$ cat src/rtl/rf_multiport_if.sv
// Bus bundle for rf_multiport: decode/writeback side drives the master modport,
// the register file sits on the slave modport.
interface rf_multiport_if #(
  parameter int DATA_W = 32,
  parameter int ADDR_W = 5
);
  logic              we;
  logic [ADDR_W-1:0] rw;
  logic [DATA_W-1:0] rd;
  logic [ADDR_W-1:0] ra;
  logic [ADDR_W-1:0] rb;
  logic [DATA_W-1:0] qa;
  logic [DATA_W-1:0] qb;
  logic              clr_req;
  logic              busy;
  logic              clr_done;
  logic              wr_drop;
  logic [DATA_W-1:0] tap0;
  logic [DATA_W-1:0] tap1;
  logic [DATA_W-1:0] tap2;
  logic [DATA_W-1:0] tap3;

  modport master (
    output we, rw, rd, ra, rb, clr_req,
    input  qa, qb, busy, clr_done, wr_drop, tap0, tap1, tap2, tap3
  );

  modport slave (
    input  we, rw, rd, ra, rb, clr_req,
    output qa, qb, busy, clr_done, wr_drop, tap0, tap1, tap2, tap3
  );
endinterface

$ cat src/rtl/rf_multiport.sv
// Register file: 2 combinational reads, 1 write, r0 = 0, clear sequencer, debug taps.
// Optional write-to-read forwarding when RF_MULTIPORT_BYPASS_EN is defined.
module rf_multiport #(
  parameter int DATA_W   = 32,
  parameter int ADDR_W   = 5,
  parameter int TAP0_IDX = 8,
  parameter int TAP1_IDX = 16,
  parameter int TAP2_IDX = 17,
  parameter int TAP3_IDX = 18
) (
  input logic          clk,
  input logic          clr_n,
  rf_multiport_if.slave bus
);
  localparam int                DEPTH    = 1 << ADDR_W;
  localparam logic [ADDR_W-1:0] LAST_IDX = ADDR_W'(DEPTH - 1);
  localparam logic [ADDR_W-1:0] T0       = ADDR_W'(TAP0_IDX);
  localparam logic [ADDR_W-1:0] T1       = ADDR_W'(TAP1_IDX);
  localparam logic [ADDR_W-1:0] T2       = ADDR_W'(TAP2_IDX);
  localparam logic [ADDR_W-1:0] T3       = ADDR_W'(TAP3_IDX);

  typedef enum logic {IDLE, CLEAR} state_t;

  state_t            state;
  state_t            state_next;
  logic [DATA_W-1:0] mem [DEPTH];
  logic [ADDR_W-1:0] clr_idx;
  logic              wr_en;
  logic              clr_en;
  logic              clr_last;
  logic              drop_c;
  logic              fwd_a;
  logic              fwd_b;

  always_ff @(posedge clk or negedge clr_n) begin
    if (!clr_n) state <= IDLE;
    else        state <= state_next;
  end

  // Requests arriving while already clearing are ignored; no restart.
  always_comb begin
    state_next = state;
    case (state)
      IDLE:    if (bus.clr_req) state_next = CLEAR;
      CLEAR:   if (clr_idx == LAST_IDX) state_next = IDLE;
      default: state_next = IDLE;
    endcase
  end

  always_comb begin
    clr_en   = (state == CLEAR);
    clr_last = clr_en && (clr_idx == LAST_IDX);
    wr_en    = (state == IDLE) && bus.we && (bus.rw != '0);
    drop_c   = clr_en && bus.we && (bus.rw != '0);
    bus.busy = clr_en;
  end

  always_ff @(posedge clk or negedge clr_n) begin
    if (!clr_n) begin
      clr_idx <= ADDR_W'(1);
    end else if (clr_en) begin
      clr_idx <= clr_last ? ADDR_W'(1) : clr_idx + ADDR_W'(1);
    end
  end

  // Entry 0 is never written, so it stays at its reset value of zero.
  always_ff @(posedge clk or negedge clr_n) begin
    if (!clr_n) begin
      for (int i = 0; i < DEPTH; i++) mem[i] <= '0;
    end else if (clr_en) begin
      mem[clr_idx] <= '0;
    end else if (wr_en) begin
      mem[bus.rw] <= bus.rd;
    end
  end

  // Taps sample pre-edge contents, so they trail the array by one cycle.
  always_ff @(posedge clk or negedge clr_n) begin
    if (!clr_n) begin
      bus.clr_done <= 1'b0;
      bus.wr_drop  <= 1'b0;
      bus.tap0     <= '0;
      bus.tap1     <= '0;
      bus.tap2     <= '0;
      bus.tap3     <= '0;
    end else begin
      bus.clr_done <= clr_last;
      bus.wr_drop  <= drop_c;
      bus.tap0     <= (TAP0_IDX == 0) ? '0 : mem[T0];
      bus.tap1     <= (TAP1_IDX == 0) ? '0 : mem[T1];
      bus.tap2     <= (TAP2_IDX == 0) ? '0 : mem[T2];
      bus.tap3     <= (TAP3_IDX == 0) ? '0 : mem[T3];
    end
  end

`ifdef RF_MULTIPORT_BYPASS_EN
  always_comb begin
    fwd_a = wr_en && (bus.ra == bus.rw);
    fwd_b = wr_en && (bus.rb == bus.rw);
  end
`else
  always_comb begin
    fwd_a = 1'b0;
    fwd_b = 1'b0;
  end
`endif

  always_comb begin
    if (bus.ra == '0)  bus.qa = '0;
    else if (fwd_a)    bus.qa = bus.rd;
    else               bus.qa = mem[bus.ra];
    if (bus.rb == '0)  bus.qb = '0;
    else if (fwd_b)    bus.qb = bus.rd;
    else               bus.qb = mem[bus.rb];
  end
endmodule

$ cat src/flat_wrapper.sv
// flat-port wrapper written by rule: the top's interface ports become plain ports
module rf_multiport_flat 
#(
  parameter int DATA_W   = 32,
  parameter int ADDR_W   = 5,
  parameter int TAP0_IDX = 8,
  parameter int TAP1_IDX = 16,
  parameter int TAP2_IDX = 17,
  parameter int TAP3_IDX = 18
)
  (clk, clr_n, bus_we, bus_rw, bus_rd, bus_ra, bus_rb, bus_clr_req, bus_qa, bus_qb, bus_busy, bus_clr_done, bus_wr_drop, bus_tap0, bus_tap1, bus_tap2, bus_tap3);
  rf_multiport_if #(.DATA_W(DATA_W), .ADDR_W(ADDR_W)) bus_i ();
  input logic clk;
  input logic clr_n;
  input wire logic [$bits(bus_i.we)-1:0] bus_we;
  input wire logic [$bits(bus_i.rw)-1:0] bus_rw;
  input wire logic [$bits(bus_i.rd)-1:0] bus_rd;
  input wire logic [$bits(bus_i.ra)-1:0] bus_ra;
  input wire logic [$bits(bus_i.rb)-1:0] bus_rb;
  input wire logic [$bits(bus_i.clr_req)-1:0] bus_clr_req;
  output wire logic [$bits(bus_i.qa)-1:0] bus_qa;
  output wire logic [$bits(bus_i.qb)-1:0] bus_qb;
  output wire logic [$bits(bus_i.busy)-1:0] bus_busy;
  output wire logic [$bits(bus_i.clr_done)-1:0] bus_clr_done;
  output wire logic [$bits(bus_i.wr_drop)-1:0] bus_wr_drop;
  output wire logic [$bits(bus_i.tap0)-1:0] bus_tap0;
  output wire logic [$bits(bus_i.tap1)-1:0] bus_tap1;
  output wire logic [$bits(bus_i.tap2)-1:0] bus_tap2;
  output wire logic [$bits(bus_i.tap3)-1:0] bus_tap3;
  assign bus_i.we = bus_we;
  assign bus_i.rw = bus_rw;
  assign bus_i.rd = bus_rd;
  assign bus_i.ra = bus_ra;
  assign bus_i.rb = bus_rb;
  assign bus_i.clr_req = bus_clr_req;
  assign bus_qa = bus_i.qa;
  assign bus_qb = bus_i.qb;
  assign bus_busy = bus_i.busy;
  assign bus_clr_done = bus_i.clr_done;
  assign bus_wr_drop = bus_i.wr_drop;
  assign bus_tap0 = bus_i.tap0;
  assign bus_tap1 = bus_i.tap1;
  assign bus_tap2 = bus_i.tap2;
  assign bus_tap3 = bus_i.tap3;
  rf_multiport #(.DATA_W(DATA_W), .ADDR_W(ADDR_W), .TAP0_IDX(TAP0_IDX), .TAP1_IDX(TAP1_IDX), .TAP2_IDX(TAP2_IDX), .TAP3_IDX(TAP3_IDX)) u_core (.clk(clk), .clr_n(clr_n), .bus(bus_i));
endmodule
$ cat config.mk
export PLATFORM = sky130hd
export DESIGN_NAME = rf_multiport_flat
export DESIGN_NICKNAME = d
export VERILOG_FILES = /design/src/rtl/rf_multiport_if.sv /design/src/rtl/rf_multiport.sv /design/src/flat_wrapper.sv
export SDC_FILE = /design/constraint.sdc
export NUM_CORES = 2
export LEC_CHECK = 0
export ABC_AREA = 0
export BUFFER_PORTS_ARGS = -buffer_cell sky130_fd_sc_hd__buf_4
export CORE_MARGIN = 10
export CORE_UTILIZATION = 60
export CTS_BUF_LIST = sky130_fd_sc_hd__clkbuf_4 sky130_fd_sc_hd__clkbuf_8
export CTS_CLUSTER_DIAMETER = 80
export CTS_CLUSTER_SIZE = 10
export DETAILED_ROUTE_END_ITERATION = 6
export PLACE_DENSITY = 0.81
export SLEW_MARGIN = 20
export SYNTH_ARGS = -nofsm -noshare
export SYNTH_HDL_FRONTEND = slang
export SYNTH_SLANG_ARGS = --single-unit
$ cat constraint.sdc
create_clock -name clk -period 6.4 [get_ports clk]
set_input_delay 0.96 -clock clk [delete_from_list [all_inputs] [get_ports clk]]
set_output_delay 0.96 -clock clk [all_outputs]
set_load 0.02 [all_outputs]
### Word level (Yosys, flattened, before mapping)

Index checks and enable logic that the tools add are counted.

* input port bits: 51
* logic and storage cells: 85
* flip-flop bits (word level): 1160
* output and inout bits: 195

* reductions and logical operators: 11
* equal/unequal tests: 1
* bitwise gates (word level): 7
* $add $sub $neg: 1
* order comparisons: 6
* muxes and demuxes: 19

Operators by type and width (count)
* 2-to-1 mux 1024 bit: 2
* bitwise AND 1024 bit: 1
* bitwise mux 1024 bit: 1
* NOT 1024 bit: 1
* binary-select mux 32 bit (select 5 bit): 2
* demux 32 bit (select 5 bit): 2
* 2-to-1 mux 32 bit: 8
* >= comparator 6 bit (second input constant): 4
* NOT 5 -> 6 bit: 4
* less-than comparator 6 x 1 -> 1 bit (second input constant): 2
* zero test 5 bit: 2
* logical AND 1 bit: 7
* adder 5 x 1 -> 5 bit (second input constant): 1
* == test 5 bit (second input constant): 1
* 2-to-1 mux 5 bit: 1
* nonzero test 5 bit: 1
* 2-to-1 mux 1 bit: 2
* one-hot mux 1 bit (2 select lines): 1
* nonzero test 2 bit: 1
* NOT 1 bit: 1

### Logic depth before layout (Yosys ltp)

* depth after elaboration: 8
* mapped depth: 8
* mapped depth without buffers: 6

### Least setup slack after synthesis

Ideal clock, no wire load.

* path kind: input-to-output
* start: in bus_ra[0]
* end: out bus_qa[13]
* buffers on the path: 4
* slack: 2.679 ns
* required time: 5.440 ns
* stages: 7
* data arrival time: 2.761 ns
* cells stage by stage: buf_2 -> inv_1 -> buf_2 -> buf_1 -> clkbuf_1 -> o2111ai_1 -> a311oi_1

* word-level cells in the longest chain between the ends: 5
* elaborated cells between the ends (all ways): 6
* those cells by class: mux: 4; bitwise: 1; reduce/logical: 1

Ends and longest elaborated chain
* start: declaration: RTL line flat_wrapper.sv:18 `input wire logic [$bits(bus_i.ra)-1:0] bus_ra;`
* NOT 5 -> 6 bit (not written as such): RTL line rf_multiport.sv:111 `else bus.qa = mem[bus.ra];`
* binary-select mux 32 bit (select 5 bit): RTL line rf_multiport.sv:111
* 2-to-1 mux 32 bit (not written as such) (2 in a row): RTL line rf_multiport.sv:111
* 2-to-1 mux 32 bit *: RTL line rf_multiport.sv:109 `if (bus.ra == '0) bus.qa = '0;`
* end: declaration: RTL line flat_wrapper.sv:21 `output wire logic [$bits(bus_i.qa)-1:0] bus_qa;`

Mark *: on every way between the ends. The rest lies on a longest branch, timed or not. The select of a mux whose other input is x is not followed.

### Worst setup path after layout

* start: in bus_rb[0]
* end: out bus_qb[14]

* word-level cells in the longest chain between the ends: 5
* elaborated cells between the ends (all ways): 6
* those cells by class: mux: 4; bitwise: 1; reduce/logical: 1

Ends and longest elaborated chain
* start: declaration: RTL line flat_wrapper.sv:19 `input wire logic [$bits(bus_i.rb)-1:0] bus_rb;`
* NOT 5 -> 6 bit (not written as such): RTL line rf_multiport.sv:114 `else bus.qb = mem[bus.rb];`
* binary-select mux 32 bit (select 5 bit): RTL line rf_multiport.sv:114
* 2-to-1 mux 32 bit (not written as such) (2 in a row): RTL line rf_multiport.sv:114
* 2-to-1 mux 32 bit *: RTL line rf_multiport.sv:112 `if (bus.rb == '0) bus.qb = '0;`
* end: declaration: RTL line flat_wrapper.sv:22 `output wire logic [$bits(bus_i.qb)-1:0] bus_qb;`

Marked as above.

==> flow_metrics.tcl <==
set metrics [dict create \
    outcome "finished with violations" \
    violations "design-rule violations" \
    post-cts-setup-buffers 0 \
    ant_nets 0 \
    slew_viol_final 0 \
    synth.area.mux_share_pct 21.5 \
    area_growth_pct 9.09 \
    viasPerCell 8.40 \
    synth-adder-area-share_pct 0.111 \
    r2r-end "u_core.mem[702]" \
    cts-buffers-inserted 134 \
    r2r_slack_ns 2.49 \
    relSlewSlack_pct 12.8 \
    coreArea_sq_mm 0.0932 \
    drive_above_1_share_pct 28.4 \
    synth-edff-count 0 \
    synth_nets 3978 \
    hold_viol 0 \
    remaining_drc_errors 1 \
    grt_pass1_vias 43450 \
    synth-xor-area-share_pct 0.0156 \
    port_buffers 245 \
    fp.dieH_microns 326 \
    root_buffer "clkbuf_8" \
    yosysSeqAreaShare_pct 51.6 \
    synth_warnings 0 \
    ctsHoldBuffers 0 \
    grt_pass1_wl_mm 297 \
    clock_path_buffers 3 \
    worst-path-max-fanout 46 \
    post_cts_resized 0 \
    wl_mm 205 \
    fin_nets 3994 \
    placed_area_sq_mm 0.0593 \
    peakVddDrop_mv 0.268 \
    vias 43883 \
    rr_worst_depth 6 \
    cts_tree "built" \
    drt_iter0_markers 8487 \
    grt_use_total_pct 37.5 \
    ctsHtreeMaxLevel 4 \
    grt_max_degree 180 \
    insertion_delay_ns 0.87 \
    first_pass_iters 7 \
    power_leakage_nw 27.6 \
    yosys.area_share.simple_pct 2.32 \
    rsz0062_at_grt "no" \
    rows 112 \
    hpwlAfterDp_mm 125 \
    start_util_pct 60.4 \
    cp-end-kind "primary output" \
    synth_area_per_cell_sq_um 14.3 \
    start_kind "input pin" \
    die-width_microns 326 \
    syn_area_sq_mm 0.0563 \
    tightest_slew_ns 1.30 \
    synth-seq-cells 1160 \
    antenna_found_initial 22 \
    grt_overflow 0 \
    powerDensity_mw_per_mm2 322 \
    gp_congestion 0.963 \
    detail_route.wl_per_cell_microns 39.2 \
    dp.cells 5056 \
    worstReg2RegStart "u_core.bus.busy" \
    crit_type "in -> out" \
    synth_cell_type_count 46 \
    die-area_sq_mm 0.106 \
    critPathRequiredTime_ns 5.44 \
    io_pins 246 \
    fin_area_sq_mm 0.0614 \
    fill_cells 6452 \
    setup_tns_ns 0 \
    drv_cap 0 \
    fin_cells 5225 \
    clock_sinks 1160 \
    path_clk_slew_ns 0.09 \
    skew_ns 0.0428 \
    async_flop_share_pct 100 \
    ys.flop_type "dfrtp_1" \
    hold_class "in -> async" \
    period_needed_ns 5.52 \
    synth_compound_area_share_pct 20.5 \
    arrival_ns 4.56 \
    whs_ns 0.251 \
    fin_crit_sh_pct 86.2 \
    fmax_mhz 181 \
    synthCells 3922 \
    synth_top_family_by_area "multiplexers" \
    setup_violations 0 \
]
==> logic make-up after synthesis <==
| group | count (synthesis) |
|---|---|
| and+or+nand+nor | 217 |
| xor gates and xnor gates | 1 |
| adders and majority gates | 5 |
| muxes | 640 |
| buffers and inverters | 503 |
| DFF | 1160 |
| AOI/OAI and AO/OA | 1396 |
==> worst max path at each step <==
stage	from	end	cells past startpoint
3_5_place_dp	bus_rb[0]	bus_qb[19]	6
2_1_floorplan	bus_ra[0]	bus_qa[13]	7
5_1_grt	bus_rb[0]	bus_qb[19]	6
4_1_cts	bus_rb[0]	bus_qb[19]	6
3_3_place_gp	bus_rb[0]	bus_qb[19]	6
6_report	bus_rb[0]	bus_qb[14]	7
==> layer usage <==
| layer | GRT usage, % | vias up | wire length [microns] |
|---|---|---|---|
| met5 | 1.36 | - | 317 |
| met1 | 47.3 | 22331 | 68300 |
| met2 | 50.6 | 4693 | 84800 |
| met4 | 19.4 | 22 | 12900 |
| met3 | 21.9 | 1018 | 38300 |
| li1 | - | 15819 | - |
==> stage by stage <==
step / setup WS (ns) / utilization [%] / power (W)
global placement: 0.951 / 63.6 / 0.0147
floorplan: 2.68 / - / 0.0127
finish: 0.882 / 65.8 / 0.0198
global route: 0.914 / 65.8 / 0.0203
CTS: 0.782 / 65.8 / 0.0195
detailed placement: 0.794 / 63.6 / 0.0149
==> placed cells by master, fill, tap and decap left out, types with 3 or more instances in the layout <==
cell / instances
a221oi_1: 46
nor3b_1: 3
a211oi_1: 64
o21ai_0: 111
mux2i_1: 128
o2111ai_1: 18
buf_8: 5
buf_4: 355
dfrtp_1: 1159
inv_6: 4
buf_12: 18
mux2_2: 64
or3b_1: 3
and2_1: 39
ha_1: 5
a22oi_1: 64
nor3_4: 8
clkinvlp_4: 7
nor2_1: 8
a21oi_4: 31
a22o_1: 993
nand3b_1: 3
mux4_2: 448
diode_2: 12
inv_1: 3
nor2_4: 26
clkbuf_4: 8
nor2b_1: 64
clkbuf_8: 137
nand2_1: 39
a311oi_1: 63
==> registers in the layout, summed over array words and instances, names as in the netlist <==
signal and count:
u_core.bus.tap0 32, u_core.clr_idx 5, u_core.bus.clr_done 1, u_core.bus.busy 1, u_core.bus.tap1 32, u_core.bus.tap2 32, u_core.bus.tap3 32, u_core.bus.wr_drop 1
u_core.mem 1024
==> where the power goes <==
part           internal [W]  switching, W  total [W]
clock network       0.00202       0.00265    0.00467
registers           0.00868       0.00128    0.00996
logic               0.00239       0.00274    0.00513
total                0.0131       0.00667     0.0198
==> cells in the mapped netlist (all sizes together), types with 2 or more instances <==
master / count / area, sq um
or4: 2 / 15.0
ha: 5 / 62.6
a22o: 993 / 8700
a221oi: 46 / 403
nor3b: 3 / 22.5
nand2b: 2 / 12.5
a21oi: 33 / 191
o2111ai: 18 / 158
nor2: 35 / 151
buf: 181 / 987
nand3: 2 / 10.0
and2: 39 / 244
a211oi: 64 / 480
mux2: 64 / 721
or3b: 3 / 26.3
nand2: 40 / 150
inv: 5 / 18.8
and3: 2 / 12.5
a22oi: 64 / 480
dfrtp: 1159 / 29000
or2: 2 / 12.5
mux2i: 128 / 1280
nor3: 10 / 140
o21ai: 111 / 556
a311oi: 64 / 561
clkbuf: 317 / 1190
nand3b: 3 / 22.5
nand4bb: 2 / 22.5
nor2b: 68 / 425
mux4: 448 / 10100
==> final cells by class <==
class                           instances  area (sq um)  share of cell area (%)
Multi-Input combinational cell       2259         25600                    41.6
Sequential cell                      1160         29000                    47.3
Clock buffer                          145          1950                    3.17
Clock inverter                         12           118                   0.192
Timing Repair Buffer                  378          3100                    5.05
Antenna cell                           12          30.0                  0.0489
Inverter                                5          18.8                  0.0306
Tap cell                             1254          1570                    2.56
==> worst max-delay path, cell delays in order <==
cell,delay (ns)
buf_4,0.75
buf_4,0.60
mux4_2,0.57
nor2b_1,0.14
a211oi_1,0.75
a311oi_1,0.38
buf_4,0.31
No activity file was read; power rests on OpenSTA's default activity.
